## src/rtl/rtc_timekeeper_if.sv

```systemverilog
// Bus bundle for rtc_timekeeper: time load, alarm setup and time/flag outputs.
// The timekeeper is the slave; the controlling logic is the master.
interface rtc_timekeeper_if;
    logic       load;
    logic [4:0] load_hh;
    logic [5:0] load_mm;
    logic [5:0] load_ss;
    logic       mode12;
    logic       alarm_wr;
    logic [4:0] alarm_hh;
    logic [5:0] alarm_mm;
    logic       alarm_en;
    logic       alarm_ack;
    logic [5:0] seconds;
    logic [5:0] minutes;
    logic [4:0] hours;
    logic       pm;
    logic       sec_tick;
    logic       day_tick;
    logic       load_err;
    logic       alarm_irq;

    modport slave (
        input  load, load_hh, load_mm, load_ss, mode12,
        input  alarm_wr, alarm_hh, alarm_mm, alarm_en, alarm_ack,
        output seconds, minutes, hours, pm,
        output sec_tick, day_tick, load_err, alarm_irq
    );

    modport master (
        output load, load_hh, load_mm, load_ss, mode12,
        output alarm_wr, alarm_hh, alarm_mm, alarm_en, alarm_ack,
        input  seconds, minutes, hours, pm,
        input  sec_tick, day_tick, load_err, alarm_irq
    );
endinterface

```

## src/rtl/rtc_timekeeper.sv

```systemverilog
// Time-of-day counter with prescaler, 12/24 h display, checked load,
// day-rollover strobe and sticky hh:mm alarm.
module rtc_timekeeper #(
    parameter int TICK_DIV = 100
) (
    input  logic               clk,
    input  logic               reset,
    rtc_timekeeper_if.slave    bus
);
    localparam int PW = (TICK_DIV > 1) ? $clog2(TICK_DIV) : 1;

    logic [PW-1:0] r_presc;
    logic [4:0]    r_hh;
    logic [5:0]    r_mm;
    logic [5:0]    r_ss;
    logic [4:0]    r_al_hh;
    logic [5:0]    r_al_mm;
    logic          r_irq;
    logic          r_sec_tick;
    logic          r_day_tick;
    logic          r_load_err;

    logic          w_tick;
    logic          w_load_ok;
    logic          w_load_bad;
    logic [4:0]    w_hh_nx;
    logic [5:0]    w_mm_nx;
    logic [5:0]    w_ss_nx;
    logic          w_day;
    logic          w_fire;
    logic [4:0]    w_hh12;

    assign w_tick     = (r_presc == PW'(TICK_DIV - 1));
    assign w_load_ok  = bus.load && (bus.load_hh <= 5'd23) &&
                        (bus.load_mm <= 6'd59) && (bus.load_ss <= 6'd59);
    assign w_load_bad = bus.load && !w_load_ok;

    always_comb begin
        w_ss_nx = r_ss + 6'd1;
        w_mm_nx = r_mm;
        w_hh_nx = r_hh;
        w_day   = 1'b0;
        if (r_ss == 6'd59) begin
            w_ss_nx = 6'd0;
            if (r_mm == 6'd59) begin
                w_mm_nx = 6'd0;
                if (r_hh == 5'd23) begin
                    w_hh_nx = 5'd0;
                    w_day   = 1'b1;
                end else begin
                    w_hh_nx = r_hh + 5'd1;
                end
            end else begin
                w_mm_nx = r_mm + 6'd1;
            end
        end
    end

    // Compare against the pre-edge alarm registers so a same-cycle write
    // does not affect the current match.
    assign w_fire = w_tick && !w_load_ok && bus.alarm_en &&
                    (w_hh_nx == r_al_hh) && (w_mm_nx == r_al_mm) &&
                    (w_ss_nx == 6'd0);

    always_ff @(posedge clk) begin
        if (reset) begin
            r_presc    <= '0;
            r_hh       <= '0;
            r_mm       <= '0;
            r_ss       <= '0;
            r_al_hh    <= '0;
            r_al_mm    <= '0;
            r_irq      <= 1'b0;
            r_sec_tick <= 1'b0;
            r_day_tick <= 1'b0;
            r_load_err <= 1'b0;
        end else begin
            r_sec_tick <= 1'b0;
            r_day_tick <= 1'b0;
            r_load_err <= w_load_bad;
            if (bus.alarm_wr) begin
                r_al_hh <= bus.alarm_hh;
                r_al_mm <= bus.alarm_mm;
            end
            if (w_load_ok) begin
                r_hh    <= bus.load_hh;
                r_mm    <= bus.load_mm;
                r_ss    <= bus.load_ss;
                r_presc <= '0;
            end else if (w_tick) begin
                r_presc    <= '0;
                r_hh       <= w_hh_nx;
                r_mm       <= w_mm_nx;
                r_ss       <= w_ss_nx;
                r_sec_tick <= 1'b1;
                r_day_tick <= w_day;
            end else begin
                r_presc <= r_presc + PW'(1);
            end
            if (w_fire) begin
                r_irq <= 1'b1;
            end else if (bus.alarm_ack) begin
                r_irq <= 1'b0;
            end
        end
    end

    always_comb begin
        w_hh12 = r_hh;
        if (r_hh == 5'd0) begin
            w_hh12 = 5'd12;
        end else if (r_hh > 5'd12) begin
            w_hh12 = r_hh - 5'd12;
        end
    end

    assign bus.seconds   = r_ss;
    assign bus.minutes   = r_mm;
    assign bus.hours     = bus.mode12 ? w_hh12 : r_hh;
    assign bus.pm        = (r_hh >= 5'd12);
    assign bus.sec_tick  = r_sec_tick;
    assign bus.day_tick  = r_day_tick;
    assign bus.load_err  = r_load_err;
    assign bus.alarm_irq = r_irq;
endmodule

```

## src/flat_wrapper.sv

```systemverilog
// flat-port wrapper written by rule: the top's interface ports become plain ports
module rtc_timekeeper_flat 
#(
    parameter int TICK_DIV = 100
)
  (clk, reset, bus_load, bus_load_hh, bus_load_mm, bus_load_ss, bus_mode12, bus_alarm_wr, bus_alarm_hh, bus_alarm_mm, bus_alarm_en, bus_alarm_ack, bus_seconds, bus_minutes, bus_hours, bus_pm, bus_sec_tick, bus_day_tick, bus_load_err, bus_alarm_irq);
  rtc_timekeeper_if bus_i ();
  input  logic clk;
  input  logic reset;
  input wire logic [$bits(bus_i.load)-1:0] bus_load;
  input wire logic [$bits(bus_i.load_hh)-1:0] bus_load_hh;
  input wire logic [$bits(bus_i.load_mm)-1:0] bus_load_mm;
  input wire logic [$bits(bus_i.load_ss)-1:0] bus_load_ss;
  input wire logic [$bits(bus_i.mode12)-1:0] bus_mode12;
  input wire logic [$bits(bus_i.alarm_wr)-1:0] bus_alarm_wr;
  input wire logic [$bits(bus_i.alarm_hh)-1:0] bus_alarm_hh;
  input wire logic [$bits(bus_i.alarm_mm)-1:0] bus_alarm_mm;
  input wire logic [$bits(bus_i.alarm_en)-1:0] bus_alarm_en;
  input wire logic [$bits(bus_i.alarm_ack)-1:0] bus_alarm_ack;
  output wire logic [$bits(bus_i.seconds)-1:0] bus_seconds;
  output wire logic [$bits(bus_i.minutes)-1:0] bus_minutes;
  output wire logic [$bits(bus_i.hours)-1:0] bus_hours;
  output wire logic [$bits(bus_i.pm)-1:0] bus_pm;
  output wire logic [$bits(bus_i.sec_tick)-1:0] bus_sec_tick;
  output wire logic [$bits(bus_i.day_tick)-1:0] bus_day_tick;
  output wire logic [$bits(bus_i.load_err)-1:0] bus_load_err;
  output wire logic [$bits(bus_i.alarm_irq)-1:0] bus_alarm_irq;
  assign bus_i.load = bus_load;
  assign bus_i.load_hh = bus_load_hh;
  assign bus_i.load_mm = bus_load_mm;
  assign bus_i.load_ss = bus_load_ss;
  assign bus_i.mode12 = bus_mode12;
  assign bus_i.alarm_wr = bus_alarm_wr;
  assign bus_i.alarm_hh = bus_alarm_hh;
  assign bus_i.alarm_mm = bus_alarm_mm;
  assign bus_i.alarm_en = bus_alarm_en;
  assign bus_i.alarm_ack = bus_alarm_ack;
  assign bus_seconds = bus_i.seconds;
  assign bus_minutes = bus_i.minutes;
  assign bus_hours = bus_i.hours;
  assign bus_pm = bus_i.pm;
  assign bus_sec_tick = bus_i.sec_tick;
  assign bus_day_tick = bus_i.day_tick;
  assign bus_load_err = bus_i.load_err;
  assign bus_alarm_irq = bus_i.alarm_irq;
  rtc_timekeeper #(.TICK_DIV(TICK_DIV)) u_core (.clk(clk), .reset(reset), .bus(bus_i));
endmodule
```

## config.mk

```make
export PLATFORM = sky130hd
export DESIGN_NAME = rtc_timekeeper_flat
export DESIGN_NICKNAME = d
export VERILOG_FILES = /design/src/rtl/rtc_timekeeper_if.sv /design/src/rtl/rtc_timekeeper.sv /design/src/flat_wrapper.sv
export SDC_FILE = /design/constraint.sdc
export NUM_CORES = 1
export LEC_CHECK = 0
export ABC_AREA = 1
export BUFFER_PORTS_ARGS = -buffer_cell sky130_fd_sc_hd__clkbuf_2
export CORE_MARGIN = 4
export CORE_UTILIZATION = 50
export CTS_BUF_LIST = sky130_fd_sc_hd__clkbuf_16
export DETAILED_ROUTE_END_ITERATION = 8
export PLACE_DENSITY = 0.72
export SETUP_SLACK_MARGIN = 0.15
export SLEW_MARGIN = 20
export SYNTH_ARGS = -nofsm -noshare
export SYNTH_HDL_FRONTEND = slang
export SYNTH_SLANG_ARGS = --single-unit
```

## constraint.sdc

```tcl
create_clock -name clk -period 2.05 [get_ports clk]
set_input_delay 0 -clock clk [delete_from_list [all_inputs] [get_ports clk]]
set_output_delay 0 -clock clk [all_outputs]
set_load 0.005 [all_outputs]
```

==> qor.csv, run 1 <==
stage;metric;value;unit
worst_hold_path;worst hold path type;input pin to flip-flop;
synthesis;Post-synth top cells;103 x nand2_1, 49 x nand3_1, 47 x inv_1;
final_layout;diode count;0;
route;Vias/cell;5.24;
synthesis;register area share after synthesis;0.309;
worst_setup_path;Crit Reg-Reg Endpoint;u_core.bus.alarm_irq;
worst_setup_path;worst-path fanout max;11;
place;HPWL after DPL;5290;um
pwr;clock share of power;0.389;
worst_setup_path;WP buf/inv;0;
synthesis;Synth cell types;34;
route;vias;2828;
route;Final ANT Viol Nets;0;
route;DRC;0;
worst_setup_path;R2R depth;12;
clock_tree;cts bufs inserted;5;
clock_tree;Clock Pin Slew Worst Setup and Hold Paths;60;ps
pwr;combinational share of power;0.180;
pwr;pwr/cell area;600;mW/mm^2
floorplanning;Core Rows;25;
grt;GRT Residual Overflow;0;
grt;Total GRT Usage;0.237;
clock_tree;worst-skew pair later-pin latency;280;ps
synthesis;main area contributors after synthesis;dfxtp_1 31%, nand2_1 15%, nand3_1 9.7%;
worst_setup_path;CP arrival;2010;ps
sta;RSZ-0062 raised after global routing;yes;
clock_tree;Clock Path Buffers;2;
pwr;Seq pwr share;0.431;
worst_setup_path;CP Launch Type;flip-flop;
route;routed wire length;7280;um
sta;setup violators final;0;
worst_setup_path;setup slack, reg-to-reg;260;ps
floorplanning;die area;0.00625;sq mm
grt;vias in the first global route;2546;
outcome;status;completed;
grt;first-pass GRT wire length;11800;um
worst_hold_path;WHS Path Cells;4;
worst_setup_path;Top cell by count, worst path;nand2_1;
sta;minimum clock period;1790;ps
pwr;sw power;555;uW
synthesis;top cell type's share of synthesized area;0.309;
worst_setup_path;CP Capture Type;flip-flop;
route;WL per Instance;13.5;um
synthesis;EDFF count, synth;0;
sta;setup TNS;0;ps
pwr;VDD IR max;0.427;mV
clock_tree;H-tree depth;2;
synthesis;Mapped Area;0.00252;sq mm
sta;f_max;0.558;GHz
worst_setup_path;CP max-delay cell;dfxtp_1;
worst_setup_path;Max stage delay on crit path;440;ps
route;Pre-antenna DRT Iters;5;
grt;largest net degree at the start of global routing;21;
worst_hold_path;hold path start;bus_alarm_ack;
sta;Worst-Margin Slew;582;ps
worst_setup_path;r2r startpoint;u_core.bus.seconds[5];
worst_setup_path;WP data required;2270;ps
pwr;Total Power;1.96;mW
synthesis;#FFs+latches synth;39;
route;DRT iter0 DRCs;233;
place;DP Worst Slack;142;ps
sta;final-report hold violation count;0;
worst_hold_path;Hold EP;u_core.bus.alarm_irq;
floorplanning;Die Ht;79.1;um
sta;relative slew slack;0.612;
pwr;Pint;1.40;mW
place;# port buffers;56;
grt;initial antenna violation count;0;
floorplanning;I/O pin count;57;
synthesis;count leader, synth;nand2_1;
final_layout;NumNets Final;515;
synthesis;synth warn;0;
worst_setup_path;crit-path cells;nand2_4 > nor2_2 > nand2_4 > nor2_4 > nand2_1 > o21ai_2 > nand2_1 > nand2_1 > nand2_1 > nor2_1 > nand2_1 > a21oi_2;
sta;post-route clock skew;7.99;ps
clock_tree;Root Driver;clkbuf_16;
clock_tree;CTS Sinks;39;
final_layout;Layout area overhead;29.3;%
synthesis;leading area contributor after synthesis;dfxtp_1;
floorplanning;core area;0.00482;sq mm
job;MaxCap Viol Count;0;
sta;Slew Viols, Final;0;
pwr;Leakage;1.59;nW
sta;slack of the critical path;257;ps
floorplanning;Initial Util;0.524;
worst_setup_path;kind of critical path;flip-flop to flip-flop;
final_layout;share of layout cells above drive strength 1;0.237;
clock_tree;CTS tree;built;
worst_setup_path;kind of cell adding the most delay to the critical path;simple AND/OR/NAND/NOR gates;
synthesis;Avg Cell Area, Syn;6.41;sq um
synthesis;Async SR Flop Fraction;0;
synthesis;Synth Net Count;437;
final_layout;Fillers;467;
sta;crit share post-route;0.875;
synthesis;Main synth FF type;dfxtp_1;
floorplanning;die width;79.1;um
synthesis;Synth Instances;394;
place;RD Place Congestion;0.880;
pwr;Switching Share;0.283;
## placed cells by master (no fill, tap or decap), types with 2 or more instances in the layout
cell and count:
a21oi_1 22, a31oi_1 7, buf_4 15, clkbuf_16 5, clkbuf_2 56, dfxtp_1 35
dfxtp_2 4, dlygate4sd3_1 11, ha_1 6, ha_4 2, inv_1 47, inv_2 4
nand2_1 102, nand2_2 3, nand2_4 4, nand3_1 49, nand3b_1 4, nand4_1 8
nor2_1 33, nor2_2 5, nor2_4 5, nor3_1 3, o211ai_1 2, o21ai_0 20
o221ai_1 3, o22ai_1 2, or2_2 2, xor2_1 2
## metal layers
metal  global-route usage  vias up  part of all wire
met5                    0        -                 0
met3               0.0420       13             0.076
met2                0.394      135              0.47
li1                     -     1450                 -
met1                0.312     1230              0.44
met4               0.0756        0             0.016
## registers in the layout, summed over array words and instances (netlist names)
| signal | count |
|---|---|
| u_core.bus.alarm_irq | 1 |
| u_core.bus.day_tick | 1 |
| u_core.bus.load_err | 1 |
| u_core.bus.minutes | 6 |
| u_core.bus.sec_tick | 1 |
| u_core.bus.seconds | 6 |
| u_core.r_al_hh | 5 |
| u_core.r_al_mm | 6 |
| u_core.r_hh | 5 |
| u_core.r_presc | 7 |
## timing repair
item,CTS,global route
pin swaps,0,3
gates resized for setup,2,16
endpoints found under the setup margin,1,16
hold endpoints to repair,11,0
setup buffers,0,3
hold buffers,11,0
gates cloned,0,1
## worst reg2reg max path, cell delays in order, from the launching register on
cell     delay, ps
dfxtp_1        440
nand2_4        130
nor2_2         150
nand2_4        130
nor2_4         140
nand2_1         80
o21ai_2        160
nand2_1        100
nand2_1         70
nand2_1         40
nor2_1         100
nand2_1         70
a21oi_2        100
## worst max-delay path by stage
| stage | startpoint | cells past startpoint | end | slack, ps |
|---|---|---|---|---|
| final | u_core.bus.seconds[5] | 12 | u_core.bus.alarm_irq | 260 |
| after global routing | u_core.r_presc[1] | 13 | u_core.bus.alarm_irq | 110 |
| after CTS | u_core.bus.seconds[0] | 11 | u_core.bus.alarm_irq | 160 |
| after detailed placement | u_core.bus.seconds[0] | 13 | u_core.bus.alarm_irq | 140 |
| after global placement | u_core.bus.seconds[0] | 13 | u_core.bus.alarm_irq | 200 |
| after floorplan | u_core.bus.minutes[0] | 13 | u_core.bus.alarm_irq | 260 |
## metrics by stage
step | hold slack, ps | instance area (sq um) | utilization | instances
after floorplan | 76.8 | 2520 | - | 394
after global placement | 227 | 2910 | 0.604 | 517
after detailed placement | 235 | 2910 | 0.604 | 517
after CTS | 6.53 | 3170 | 0.659 | 536
after global routing | 19.9 | 3270 | 0.678 | 540
final | 4.24 | 3270 | 0.678 | 540
## layout make-up
cell class / instances / area, sq um / area share
clock inverter: 3 / 20.0 / 0.00613
multi-input combinational: 293 / 1560 / 0.477
clock buffer: 5 / 125 / 0.0383
sequential: 39 / 786 / 0.241
tap: 67 / 83.8 / 0.0257
timing repair buffer: 82 / 503 / 0.154
inverter: 51 / 191 / 0.0586
## cells by family after synthesis
kind of cell,count (synthesis),synth area share
compound gates,61,0.136
simple gates,221,0.406
flops,39,0.309
buf+inv,63,0.103
fa+ha+maj,8,0.0396
xor+xnor,2,0.00694
## power groups by stage
stage | logic (mW) | clock network, mW | registers [mW]
after CTS | 0.347 | 0.775 | 0.837
after global routing | 0.399 | 0.815 | 0.848
after floorplan | 0.194 | 0 | 0.850
after detailed placement | 0.328 | 0 | 0.853
after global placement | 0.327 | 0 | 0.852
final | 0.352 | 0.763 | 0.843
Note: power is estimated with default switching activity, not from simulation.
==> run 2, diff against run 1 <==
- CTS_BUF_LIST: sky130_fd_sc_hd__clkbuf_16 -> unset
==> run 2 against run 1 <==
Net effect:
- die area is the same
- clock power shrank 26%
- maximum frequency about the same
- total power fell by 9.4%
- highest routed layer unchanged
- worst setup slack improved by 1.7 ps
- cell count increased by 2.2%
- routed wire length grew 2.1%
- critical path depth shrank 5
- first-iteration DRC count down 9.0%
==> qor.csv, run 2 (synthesis gave the netlist of run 1 again) <==
stage;metric;value;unit;change
clock_tree;Clock Pin Slew Worst Setup and Hold Paths;80;ps;+20 ps
floorplanning;Initial Util;0.524;;unchanged
clock_tree;Root Driver;clkbuf_8;;
final_layout;number of flip-flops in the largest register;7;;unchanged
worst_hold_path;worst hold path type;input pin to flip-flop;;
worst_setup_path;CP Capture Type;primary output;;
outcome;status;completed;;
route;Vias/cell;5.16;;-1.4%
worst_setup_path;CP arrival;1790;ps;-220 ps
sta;minimum clock period;1790;ps;-1.71 ps
clock_tree;CTS Sinks;39;;unchanged
grt;Total GRT Usage;0.241;;+0.00334
route;Pre-antenna DRT Iters;5;;unchanged
pwr;VDD IR max;0.328;mV;-23%
clock_tree;Clock Path Buffers;2;;unchanged
route;Final ANT Viol Nets;0;;unchanged
worst_setup_path;worst-path fanout max;11;;unchanged
clock_tree;cts bufs inserted;5;;unchanged
sta;final-report hold violation count;0;;unchanged
floorplanning;core area;0.00482;sq mm;unchanged
final_layout;commonest non-fill, non-tap cell in the layout;nand2_1;;
clock_tree;CTS tree;built;;
worst_setup_path;kind of critical path;flip-flop to primary output;;
sta;setup TNS;0;ps;unchanged
floorplanning;Core Rows;25;;unchanged
sta;post-route clock skew;11.9;ps;+3.91 ps
sta;Slew Viols, Final;0;;unchanged
floorplanning;die width;79.1;um;unchanged
route;WL per Instance;13.5;um;about the same
final_layout;largest register by flop count;u_core.r_presc;;
route;routed wire length;7440;um;+2.1%
clock_tree;worst-skew pair later-pin latency;290;ps;about the same
grt;first-pass GRT wire length;12000;um;+1.5%
final_layout;share of layout cells above drive strength 1;0.245;;+0.00857
route;DRC;0;;unchanged
floorplanning;Die Ht;79.1;um;unchanged
final_layout;Layout area overhead;31.8;%;
job;MaxCap Viol Count;0;;unchanged
place;RD Place Congestion;0.880;;unchanged
place;# port buffers;56;;unchanged
place;HPWL after DPL;5290;um;unchanged
pwr;Leakage;1.62;nW;+1.8%
sta;hold slack;2.14;ps;-2.10 ps
sta;f_max;0.558;GHz;about the same
grt;largest net degree at the start of global routing;21;;unchanged
final_layout;commonest non-fill, non-tap cells in the layout;102 x nand2_1, 56 x clkbuf_2, 49 x nand3_1;;
worst_setup_path;WP data required;2050;ps;-220 ps
clock_tree;H-tree depth;2;;unchanged
grt;vias in the first global route;2615;;+2.7%
floorplanning;I/O pin count;57;;unchanged
pwr;Total Power;1.77;mW;-9.4%
final_layout;NumNets Final;527;;+2.3%
grt;GRT Residual Overflow;0;;unchanged
sta;crit share post-route;0.874;;about the same
route;DRT iter0 DRCs;212;;-9.0%
floorplanning;die area;0.00625;sq mm;unchanged
sta;Worst-Margin Slew;578;ps;-3.56 ps
grt;initial antenna violation count;0;;unchanged
sta;relative slew slack;0.614;;+0.00238
sta;RSZ-0062 raised after global routing;yes;;
sta;setup violators final;0;;unchanged
route;vias;2851;;+0.81%
worst_setup_path;CP Launch Type;flip-flop;;
final_layout;diode count;0;;unchanged
pwr;pwr/cell area;533;mW/mm^2;-11%
run 2: cell types whose count changed in the layout (fill, tap and decap cells not counted), sizes merged:
cell | before | now
dlygate4sd3 | 11 | 20
buf | 15 | 17
clkbuf | 61 | 62
clkinv | 2 | 1
nor2 | 44 | 45
run 2: area by class of cell:
type / count / area, sq um
sequential: 39 / 790
fill: 464 / 1490
timing repair buffer: 93 / 608
multi-input combinational: 294 / 1560
inverter: 51 / 191
clock buffer: 6 / 82.6
tap: 67 / 83.8
clock inverter: 2 / 16.3
run 2: critical path, cell delays in order, from the launching register on:
cell and delay, ps:
dfxtp_1 340, buf_4 180, ha_1 220, inv_1 90
nand2_1 60, nor2_1 40, a2111oi_1 390, clkbuf_2 180
run 2: per-stage QoR:
| stage | std cells | instance area [sq um] | setup WS, ps | util |
|---|---|---|---|---|
| 2_1_floorplan | 394 | 2520 | 257 | - |
| 3_3_place_gp | 517 | 2910 | 196 | 0.604 |
| 3_5_place_dp | 517 | 2910 | 142 | 0.604 |
| 4_1_cts | 544 | 3210 | 157 | 0.665 |
| 5_1_grt | 552 | 3330 | 108 | 0.691 |
| 6_report | 552 | 3330 | 259 | 0.691 |
run 2: timing repair:
item	4_1_cts	5_1_grt
hold endpoints to repair	18	1
gates cloned	0	2
gates resized for setup	2	17
setup buffers	0	5
pin swaps	0	3
endpoints found under the setup margin	1	12
hold buffers	19	1
run 2: routing by layer:
layer / share of wire / up-vias / GRT usage
li1: - / 1469 / -
met1: 0.44 / 1251 / 0.310
met2: 0.48 / 115 / 0.411
met3: 0.071 / 16 / 0.0408
met4: 0.014 / 0 / 0.0704
met5: 0 / - / 0
run 2: path summary, 6_finish.rpt:
| kind | slack [ps] | endpoint | depth (start not counted) | start |
|---|---|---|---|---|
| setup reg to reg | 260 | u_core.bus.alarm_irq | 12 | u_core.bus.seconds[3] |
| setup / recovery | 260 | bus_hours[4] | 7 | u_core.r_hh[2] |
| hold reg to reg | 420 | u_core.r_presc[0] | 1 | u_core.r_presc[0] |
| hold / removal | 2 | u_core.r_al_hh[2] | 3 | bus_alarm_hh[2] |
run 2: where the power goes:
group,leakage [nW],internal [mW],switching [mW],total (mW)
clock network,0.0474,0.275,0.289,0.564
registers,0.323,0.800,0.0426,0.843
logic,1.25,0.166,0.201,0.367
